`src/rtl/axis_frame_demux_pkg.sv`:
```
// Shared types and defaults for the frame-aware AXIS 1-to-2 demux.
package axis_frame_demux_pkg;

  typedef enum logic {
    ROUTE0 = 1'b0,
    ROUTE1 = 1'b1
  } route_t;

  localparam int DROP_CNT_WIDTH_DEF = 16;

endpackage

```
`src/rtl/Axis.sv`:
```
// Video AXIS link: data plus start-of-frame / end-of-line markers.
// Handshake: a beat transfers on a rising edge where valid && ready; the master holds
// data/sof/eol/valid stable while valid && !ready, and ready may be any function of state.
interface Axis #(
  parameter int DATA_WIDTH = 16
);
  logic [DATA_WIDTH-1:0] data;
  logic                  sof;
  logic                  eol;
  logic                  valid;
  logic                  ready;

  modport Master (output data, output sof, output eol, output valid, input ready);
  modport Slave  (input data, input sof, input eol, input valid, output ready);
endinterface

```
`src/rtl/axis_skid_buffer.sv`:
```
// Two-entry (main + skid) register slice; s.ready is registered, so downstream ready is cut.
module axis_skid_buffer #(
  parameter int DATA_WIDTH = 16
) (
  input logic clk,
  input logic rst,
  Axis.Slave  s,
  Axis.Master m
);

  logic [DATA_WIDTH+1:0] main_q;
  logic [DATA_WIDTH+1:0] skid_q;
  logic                  main_v;
  logic                  skid_v;
  logic                  s_fire;
  logic [DATA_WIDTH+1:0] beat_in;

  assign s.ready = !skid_v;
  assign s_fire  = s.valid && !skid_v;
  assign beat_in = {s.sof, s.eol, s.data};

  assign m.valid = main_v;
  assign m.sof   = main_q[DATA_WIDTH+1];
  assign m.eol   = main_q[DATA_WIDTH];
  assign m.data  = main_q[DATA_WIDTH-1:0];

  // The skid entry only fills while main is stalled, so skid_v implies main_v.
  always_ff @(posedge clk or posedge rst) begin
    if (rst) begin
      main_q <= '0;
      skid_q <= '0;
      main_v <= 1'b0;
      skid_v <= 1'b0;
    end else if (!main_v || m.ready) begin
      if (skid_v) begin
        main_q <= skid_q;
        main_v <= 1'b1;
        skid_v <= 1'b0;
      end else begin
        main_v <= s_fire;
        if (s_fire) main_q <= beat_in;
      end
    end else if (s_fire) begin
      skid_q <= beat_in;
      skid_v <= 1'b1;
    end
  end

endmodule

```
`src/rtl/axis_frame_demux.sv`:
```
// Frame-aware 1-to-2 AXIS router: the route latched on each sof beat holds for the frame.
module axis_frame_demux
  import axis_frame_demux_pkg::*;
#(
  parameter int DATA_WIDTH     = 16,
  parameter int DROP_CNT_WIDTH = DROP_CNT_WIDTH_DEF
) (
  input  logic                      clk,
  input  logic                      rst,
  Axis.Slave                        in,
  Axis.Master                       out0,
  Axis.Master                       out1,
  input  logic                      select,
  output logic                      route,
  output logic                      in_frame,
  output logic [DROP_CNT_WIDTH-1:0] dropped
);

  localparam logic [DROP_CNT_WIDTH-1:0] DROP_ONE = 1;

  Axis #(.DATA_WIDTH(DATA_WIDTH)) s0_in ();
  Axis #(.DATA_WIDTH(DATA_WIDTH)) s1_in ();

  route_t                    route_q;
  route_t                    route_next;
  logic                      in_frame_q;
  logic [DROP_CNT_WIDTH-1:0] dropped_q;
  logic                      drop;
  logic                      accept;

  assign route_next = in.sof ? route_t'(select) : route_q;
  // Beats before the first sof have no frame to belong to; they are swallowed and counted.
  assign drop       = !in_frame_q && !in.sof;
  assign in.ready   = !rst && (drop || ((route_next == ROUTE1) ? s1_in.ready : s0_in.ready));
  assign accept     = in.valid && in.ready;

  assign s0_in.data  = in.data;
  assign s0_in.sof   = in.sof;
  assign s0_in.eol   = in.eol;
  assign s0_in.valid = in.valid && !drop && (route_next == ROUTE0);
  assign s1_in.data  = in.data;
  assign s1_in.sof   = in.sof;
  assign s1_in.eol   = in.eol;
  assign s1_in.valid = in.valid && !drop && (route_next == ROUTE1);

  always_ff @(posedge clk or posedge rst) begin
    if (rst) begin
      route_q    <= ROUTE0;
      in_frame_q <= 1'b0;
      dropped_q  <= '0;
    end else if (accept) begin
      if (drop) begin
        if (dropped_q != '1) dropped_q <= dropped_q + DROP_ONE;
      end else if (in.sof) begin
        route_q    <= route_next;
        in_frame_q <= 1'b1;
      end
    end
  end

  assign route    = route_q;
  assign in_frame = in_frame_q;
  assign dropped  = dropped_q;

  axis_skid_buffer #(.DATA_WIDTH(DATA_WIDTH)) u_skid0 (
    .clk (clk),
    .rst (rst),
    .s   (s0_in),
    .m   (out0)
  );

  axis_skid_buffer #(.DATA_WIDTH(DATA_WIDTH)) u_skid1 (
    .clk (clk),
    .rst (rst),
    .s   (s1_in),
    .m   (out1)
  );

endmodule

```
`src/flat_wrapper.sv`:
```
// flat-port wrapper written by rule: the top's interface ports become plain ports
module axis_frame_demux_flat import axis_frame_demux_pkg::*;
#(
  parameter int DATA_WIDTH     = 16,
  parameter int DROP_CNT_WIDTH = DROP_CNT_WIDTH_DEF
)
  (clk, rst, select, route, in_frame, dropped, in_data, in_sof, in_eol, in_valid, in_ready, out0_data, out0_sof, out0_eol, out0_valid, out0_ready, out1_data, out1_sof, out1_eol, out1_valid, out1_ready);
  Axis #(.DATA_WIDTH(DATA_WIDTH)) in_i ();
  Axis #(.DATA_WIDTH(DATA_WIDTH)) out0_i ();
  Axis #(.DATA_WIDTH(DATA_WIDTH)) out1_i ();
  input  logic clk;
  input  logic rst;
  input  logic select;
  output logic route;
  output logic in_frame;
  output logic [DROP_CNT_WIDTH-1:0] dropped;
  input wire logic [$bits(in_i.data)-1:0] in_data;
  input wire logic [$bits(in_i.sof)-1:0] in_sof;
  input wire logic [$bits(in_i.eol)-1:0] in_eol;
  input wire logic [$bits(in_i.valid)-1:0] in_valid;
  output wire logic [$bits(in_i.ready)-1:0] in_ready;
  output wire logic [$bits(out0_i.data)-1:0] out0_data;
  output wire logic [$bits(out0_i.sof)-1:0] out0_sof;
  output wire logic [$bits(out0_i.eol)-1:0] out0_eol;
  output wire logic [$bits(out0_i.valid)-1:0] out0_valid;
  input wire logic [$bits(out0_i.ready)-1:0] out0_ready;
  output wire logic [$bits(out1_i.data)-1:0] out1_data;
  output wire logic [$bits(out1_i.sof)-1:0] out1_sof;
  output wire logic [$bits(out1_i.eol)-1:0] out1_eol;
  output wire logic [$bits(out1_i.valid)-1:0] out1_valid;
  input wire logic [$bits(out1_i.ready)-1:0] out1_ready;
  assign in_i.data = in_data;
  assign in_i.sof = in_sof;
  assign in_i.eol = in_eol;
  assign in_i.valid = in_valid;
  assign in_ready = in_i.ready;
  assign out0_data = out0_i.data;
  assign out0_sof = out0_i.sof;
  assign out0_eol = out0_i.eol;
  assign out0_valid = out0_i.valid;
  assign out0_i.ready = out0_ready;
  assign out1_data = out1_i.data;
  assign out1_sof = out1_i.sof;
  assign out1_eol = out1_i.eol;
  assign out1_valid = out1_i.valid;
  assign out1_i.ready = out1_ready;
  axis_frame_demux #(.DATA_WIDTH(DATA_WIDTH), .DROP_CNT_WIDTH(DROP_CNT_WIDTH)) u_core (.clk(clk), .rst(rst), .in(in_i), .out0(out0_i), .out1(out1_i), .select(select), .route(route), .in_frame(in_frame), .dropped(dropped));
endmodule
```
`config.mk`:
```
export PLATFORM = sky130hd
export DESIGN_NAME = axis_frame_demux_flat
export DESIGN_NICKNAME = d
export VERILOG_FILES = /design/src/rtl/axis_frame_demux_pkg.sv /design/src/rtl/Axis.sv /design/src/rtl/axis_skid_buffer.sv /design/src/rtl/axis_frame_demux.sv /design/src/flat_wrapper.sv
export SDC_FILE = /design/constraint.sdc
export NUM_CORES = 1
export LEC_CHECK = 0
export ABC_AREA = 1
export CORE_MARGIN = 4
export CORE_UTILIZATION = 56
export DETAILED_ROUTE_END_ITERATION = 8
export PLACE_DENSITY = 0.88
export SLEW_MARGIN = 20
export SYNTH_ARGS = -nofsm -noshare
export SYNTH_HDL_FRONTEND = slang
export SYNTH_SLANG_ARGS = --single-unit
```
`constraint.sdc`:
```
create_clock -name clk -period 12.9 [get_ports clk]
set_input_delay 3.225 -clock clk [delete_from_list [all_inputs] [get_ports clk]]
set_output_delay 3.225 -clock clk [all_outputs]
set_load 0.02 [all_outputs]
```
==> metrics.txt, run 1 <==
r2r endpoint u_core.dropped[11]$_DFFE_PP0P_; Routed met3 length 740 um; Yosys top cell by area dfrtp_1; IO Count 81; RSZ-0062 raised after global routing false; Cell variety after synth 25; Vias per Instance 5.488; initial drt markers 248; Max-slew headroom 37.77%; worst hold path type reg2reg; Yosys top cell area share 53.79%; status finished clean; number of global-route vias before repair 3,817; most frequent cell after synthesis nand2_1; cts repair resizes 0; Leakage 2.451 nW; CORE AREA 7408 um^2; initial core utilization 59.03%; Setup Viol. Count Final 0; fmax 120.0 MHz; clk slew on worst S/H paths 0.09 ns; R2R setup slack 10.01 ns; clock power share 23.4%; TritonCTS buffer count 9; PortBufs 80; PwrDens 181.0 nW/um^2; crit path capture in_ready; Final Cycle Share 64.60%; Die Y 96.37 um; GPL Wtd Cong 0.8824; Comb power frac 30.6%; gr usage total 24.47%; asr flop ratio synth 100.0%; die area 9286 um^2; largest net degree at the start of global routing 78; Seq pwr share 46.0%; Worst VDD drop 135.7 uV; antenna fix cells 0; CTS tree built; hold_buf cts 0; CP Cell Sequence clkdlybuf4s50_1, inv_2, nand2_1, nand3_1, nand3_2, nand2_1, inv_1, clkdlybuf4s50_1; worst slew pin tran 0.9335 ns; Clock Latency Late Sink 0.36 ns; htree depth 3; Routed WL per cell 15.26 um; worst-path fanout max 7; min cycle time layout 8.334 ns; Antenna Nets Post-Route 0; Root Buffer clkbuf_8; Sw Share 33.16%; Clock Sinks 94; total number of vias 3,781; final WL 10.52 mm; Pre-Repair DR Iteration Count 7; Slew Limit Fails 0; Syn Area/Cell 8.475 um^2; DR top layer met4; Worst Setup Start Kind input pin; Setup CP Type in2out; Post-Syn Instances 516; Clock Path Buffers 2; post-synthesis sequential area ratio 53.79%; Worst Setup SP in_sof; warnings from Yosys 0; Setup TNS 0 ns; cell at the slowest stage of the critical path clkdlybuf4s50_1; syn_nets 541; ys flop type dfrtp_1; CP required 9.68 ns; share of layout cells above drive strength 1 6.102%; DRC Markers 0; switching pwr 323.4 uW; DPL Wire Length 7.066 mm; fin nets 610; GR Overflow Total 0; Int Pwr 651.8 uW; Post-Route Skew 0.006446 ns; # rows 31; synth top area cells dfrtp_1, nand2_1, a31oi_1; CP endpoint kind primary output; post-route cell area 5389 um^2; Post-CTS Setup Bufs 0; initial antenna violation count 0; Post-synth EDFFs 0; detailed-routing wirelength on met1 4.140 mm; Reg-to-Reg Start u_core.u_skid0.skid_v$_DFFE_PP0P_; Area after DPL 5151 um^2; Crit path largest cell delay 0.68 ns; top cells by count, synth nand2_1, dfrtp_1, nor2_1; Seq cells post-synth 94; Die W 96.37 um; met2 WL 5.444 mm; data arrival time of the critical path 5.11 ns; first-pass GRT wire length 17.33 mm; final hold violation count 0; Cell Area, Synth 4373 um^2; synth-to-layout area growth 23.23%; FF-to-FF path depth 8; # Max-Cap Violations 0
-- routing by layer --
metal	vias to the layer above	global-route usage, %
met5	-	0
met3	23	6.489
li1	1788	-
met2	164	42.61
met1	1806	28.97
met4	0	9.112
-- kinds of logic after synthesis --
| group | synth area share [%] |
|---|---|
| fa+ha+maj | 0.2861 |
| compound gates | 10.13 |
| simple gates | 27.35 |
| flops | 53.79 |
| buf+inv | 7.239 |
| xor+xnor | 1.202 |
-- stage by stage --
stage / power, mW / utilization [%] / std cells / worst slack [ns] / hold WS (ns)
final: 0.9752 / 72.74 / 689 / 4.566 / 0.4907
after global placement: 0.7388 / 69.53 / 673 / 4.701 / 0.4657
after CTS: 0.9808 / 72.74 / 689 / 4.592 / 0.4965
after floorplan: 0.6137 / - / 516 / 4.104 / 0.4529
after global routing: 1.032 / 72.74 / 689 / 4.469 / 0.5158
after detailed placement: 0.7526 / 69.53 / 673 / 4.605 / 0.4740
-- final cells by class --
class                           count  area [um^2]
Multi-Input combinational cell    356         1704
Timing Repair Buffer               81        808.3
Clock buffer                       10        127.6
Tap cell                           99        123.9
Sequential cell                    94         2352
Inverter                           43        162.7
Clock inverter                      6        110.1
Fill cell                         558         2019
-- power groups by stage --
stage | registers [mW] | logic (mW) | clock network, mW
floorplan | 0.493 | 0.121 | 0
global placement | 0.448 | 0.291 | 0
detailed placement | 0.452 | 0.300 | 0
CTS | 0.448 | 0.302 | 0.231
global route | 0.458 | 0.328 | 0.246
finish | 0.448 | 0.299 | 0.228
-- layout by cell type (no fill, tap or decap), types with 9 or more instances in the layout --
cell and n:
a31oi_1 36, clkdlybuf4s50_1 80, nand3_1 22, inv_1 41, clkbuf_8 9, nand2_1 177
nor2_1 49, o21ai_0 30, dfrtp_1 94
-- critical path, delay by kind of cell --
kind / cells / cell delay, ns
and+or+nand+nor: 4 / 0.41
buffers and inverters: 4 / 1.48
-- worst min path at each step --
stage,from,depth (start not counted),end
final,u_core.u_skid1.skid_q[5]$_DFFE_PP0P_,2,u_core.u_skid1.skid_q[5]$_DFFE_PP0P_
after global routing,u_core.u_skid0.skid_q[8]$_DFFE_PP0P_,2,u_core.u_skid0.skid_q[8]$_DFFE_PP0P_
after CTS,u_core.u_skid0.skid_q[9]$_DFFE_PP0P_,2,u_core.u_skid0.skid_q[9]$_DFFE_PP0P_
after detailed placement,u_core.u_skid0.skid_q[8]$_DFFE_PP0P_,2,u_core.u_skid0.skid_q[8]$_DFFE_PP0P_
after global placement,u_core.u_skid0.skid_q[8]$_DFFE_PP0P_,2,u_core.u_skid0.skid_q[8]$_DFFE_PP0P_
after floorplan,u_core.u_skid1.skid_q[16]$_DFFE_PP0P_,2,u_core.u_skid1.skid_q[16]$_DFFE_PP0P_
-- flip-flops by register name, indices dropped and copies added, names as in the netlist, 16 cells and up --
name,count
u_core.u_skid0.main_q,18
u_core.u_skid0.skid_q,18
u_core.u_skid1.main_q,18
u_core.u_skid1.skid_q,18
u_core.dropped,16
Power figures use the tool's default switching activity.
==> run 2, diff against run 1 <==
CORE_UTILIZATION = 47   (was 56)
PLACE_DENSITY = 0.79   (was 0.88)
clock period = 7.23 ns   (was 12.9 ns; I/O delays follow)
==> run 2 against run 1 <==
Net effect: sequential cell count did not move; first-iteration DRC count up 6.9%; clock skew increased by 0.0064 ns; non-clock buffer count stayed put; wire length is 2.9% lower; combinational power is 76% higher; largest cell class unchanged; clock power up 74%; critical path type unchanged; critical endpoint unchanged.
==> metrics.txt, run 2 (synthesized netlist as in run 1, its figures left out) <==
Leakage 2.448 nW (-0.12%); DPL Wire Length 6.947 mm (-1.7%); CTS tree built; # Max-Cap Violations 0 (unchanged); PwrDens 319.0 nW/um^2 (+76%); Worst Setup SP in_sof; Final Util 60.67% (-12 points); # rows 34 (+9.7%); Setup Viol. Count Final 0 (unchanged); Int Pwr 1.140 mW (+75%); Root Buffer clkbuf_8; Setup TNS 0 ns (unchanged); share of layout cells above drive strength 1 6.271% (+0.17 points); cts repair resizes 0 (unchanged); fin nets 610 (unchanged); min cycle time layout 5.453 ns; r2r endpoint u_core.dropped[4]$_DFFE_PP0P_; Post-Route Skew 0.01287 ns (+0.006427 ns); CP required 5.42 ns (-4.26 ns); TritonCTS buffer count 9 (unchanged); final WL 10.21 mm (-2.9%); antenna fix cells 0 (unchanged); FF-to-FF path depth 8 (unchanged); final hold violation count 0 (unchanged); Final Cycle Share 75.43%; IO Count 81 (unchanged); largest net degree at the start of global routing 79 (+1.3%); Slew Limit Fails 0 (unchanged); Crit path largest cell delay 0.66 ns (-0.02 ns); htree depth 3 (unchanged); PortBufs 80 (unchanged); Worst VDD drop 193.4 uV (+42%); Clock Latency Late Sink 0.37 ns (about the same); Place WS 1.795 ns (-2.810 ns); status finished clean; cell at the slowest stage of the critical path clkdlybuf4s50_1; initial drt markers 265 (+6.9%); RSZ-0062 raised after global routing false; placed insts 682 (+1.3%); R2R setup slack 4.44 ns (-5.57 ns); clk slew on worst S/H paths 0.08 ns (about the same); Reg-to-Reg Start u_core.u_skid1.skid_v$_DFFE_PP0P_; worst slew pin tran 0.9651 ns (+0.03168 ns); Clock Sinks 94 (unchanged); Die Y 104.5 um (+8.4%); Clock Path Buffers 2 (unchanged); synth-to-layout area growth 23.35% (about the same); Antenna Nets Post-Route 0 (unchanged); Post-Layout Cell Count 698 (+1.3%); Comb power frac 30.6% (about the same); Pre-Repair DR Iteration Count 5 (-2); clock power share 23.0% (-0.4 points); commonest non-fill, non-tap cells in the layout nand2_1, dfrtp_1, clkdlybuf4s50_1; Worst Setup Start Kind input pin; worst hold path type reg2reg; worst-path fanout max 7 (unchanged); CORE AREA 8891 um^2 (+20%); most common cell after layout, fill and taps aside nand2_1; final worst setup slack 1.777 ns (-2.790 ns); CP Cell Sequence clkdlybuf4s50_1, inv_2, nand2_1, nand3_1, nand3_2, nand2_1, inv_1, clkdlybuf4s50_1; first-pass GRT wire length 17.37 mm (+0.20%); initial antenna violation count 0 (unchanged); total number of vias 3,689 (-2.4%); die area 10,910 um^2 (+17%); CP endpoint kind primary output; Layout fillers 738 (+32%); gr usage total 19.37% (-5.1 points); Routed WL per cell 14.62 um (-4.2%); Post-CTS Setup Bufs 0 (unchanged); Setup CP Type in2out; Die W 104.5 um (+8.4%); number of global-route vias before repair 3,557 (-6.8%); Vias per Instance 5.285 (-3.7%); fmax 183.4 MHz; Seq pwr share 46.4% (+0.4 points); GPL Wtd Cong 0.8833 (+0.10%); DRC Markers 0 (unchanged); Max-slew headroom 35.66% (-2.1 points); switching pwr 581.0 uW (+80%); crit path capture in_ready; data arrival time of the critical path 3.65 ns (-1.46 ns); Sw Share 33.76% (+0.60 points); hold_buf cts 0 (unchanged); GR Overflow Total 0 (unchanged); initial core utilization 49.18% (-9.8 points)
run 2: cell count changes in the layout (fill, tap and decap cells not counted), sizes merged:
cell / before / now
clkinv: 2 / 1
bufinv: 3 / 2
inv: 42 / 44
run 2: worst min-delay path by stage:
stage | from | end | slack [ns] | cells past startpoint
final | u_core.u_skid1.skid_q[15]$_DFFE_PP0P_ | u_core.u_skid1.skid_q[15]$_DFFE_PP0P_ | 0.49 | 2
after global routing | u_core.u_skid1.skid_q[13]$_DFFE_PP0P_ | u_core.u_skid1.skid_q[13]$_DFFE_PP0P_ | 0.52 | 2
after CTS | u_core.u_skid1.skid_q[15]$_DFFE_PP0P_ | u_core.u_skid1.skid_q[15]$_DFFE_PP0P_ | 0.50 | 2
after detailed placement | u_core.u_skid1.skid_q[15]$_DFFE_PP0P_ | u_core.u_skid1.skid_q[15]$_DFFE_PP0P_ | 0.48 | 2
after global placement | u_core.u_skid0.skid_q[7]$_DFFE_PP0P_ | u_core.u_skid0.skid_q[7]$_DFFE_PP0P_ | 0.47 | 2
after floorplan | u_core.u_skid1.skid_q[16]$_DFFE_PP0P_ | u_core.u_skid1.skid_q[16]$_DFFE_PP0P_ | 0.45 | 2
run 2: through the flow:
step | instance area [um^2] | hold WS, ns | power, mW
3_3_place_gp | 5164 | 0.4668 | 1.320
3_5_place_dp | 5164 | 0.4753 | 1.336
4_1_cts | 5394 | 0.4967 | 1.733
2_1_floorplan | 4373 | 0.4529 | 1.095
6_report | 5394 | 0.4936 | 1.721
5_1_grt | 5394 | 0.5179 | 1.822
run 2: final cells by class:
class	count	area (um^2)	area share, %
Multi-Input combinational cell	356	1704	31.59
Sequential cell	94	2352	43.61
Clock inverter	6	92.59	1.717
Tap cell	108	135.1	2.505
Inverter	43	163.9	3.039
Timing Repair Buffer	81	808.3	14.98
Clock buffer	10	137.6	2.552
run 2: metal layers:
layer	wire, um	vias up	track usage [%]	part of all wire (%)
li1	-	1790	-	-
met3	587	12	3.786	5.8
met4	128	0	5.413	1.3
met2	4959	106	31.64	49
met1	4531	1781	26.38	44
met5	0	-	0	0
run 2: power groups by stage:
stage | combinational [mW] | clock, mW | sequential [mW]
global placement | 0.519 | 0 | 0.801
global route | 0.577 | 0.423 | 0.822
detailed placement | 0.531 | 0 | 0.805
floorplan | 0.215 | 0 | 0.880
CTS | 0.534 | 0.401 | 0.798
finish | 0.527 | 0.396 | 0.798
run 2: worst max-delay path: cells and delay by family:
kind | cells | cell delay, ns
buffers and inverters | 4 | 1.46
and+or+nand+nor | 4 | 0.38
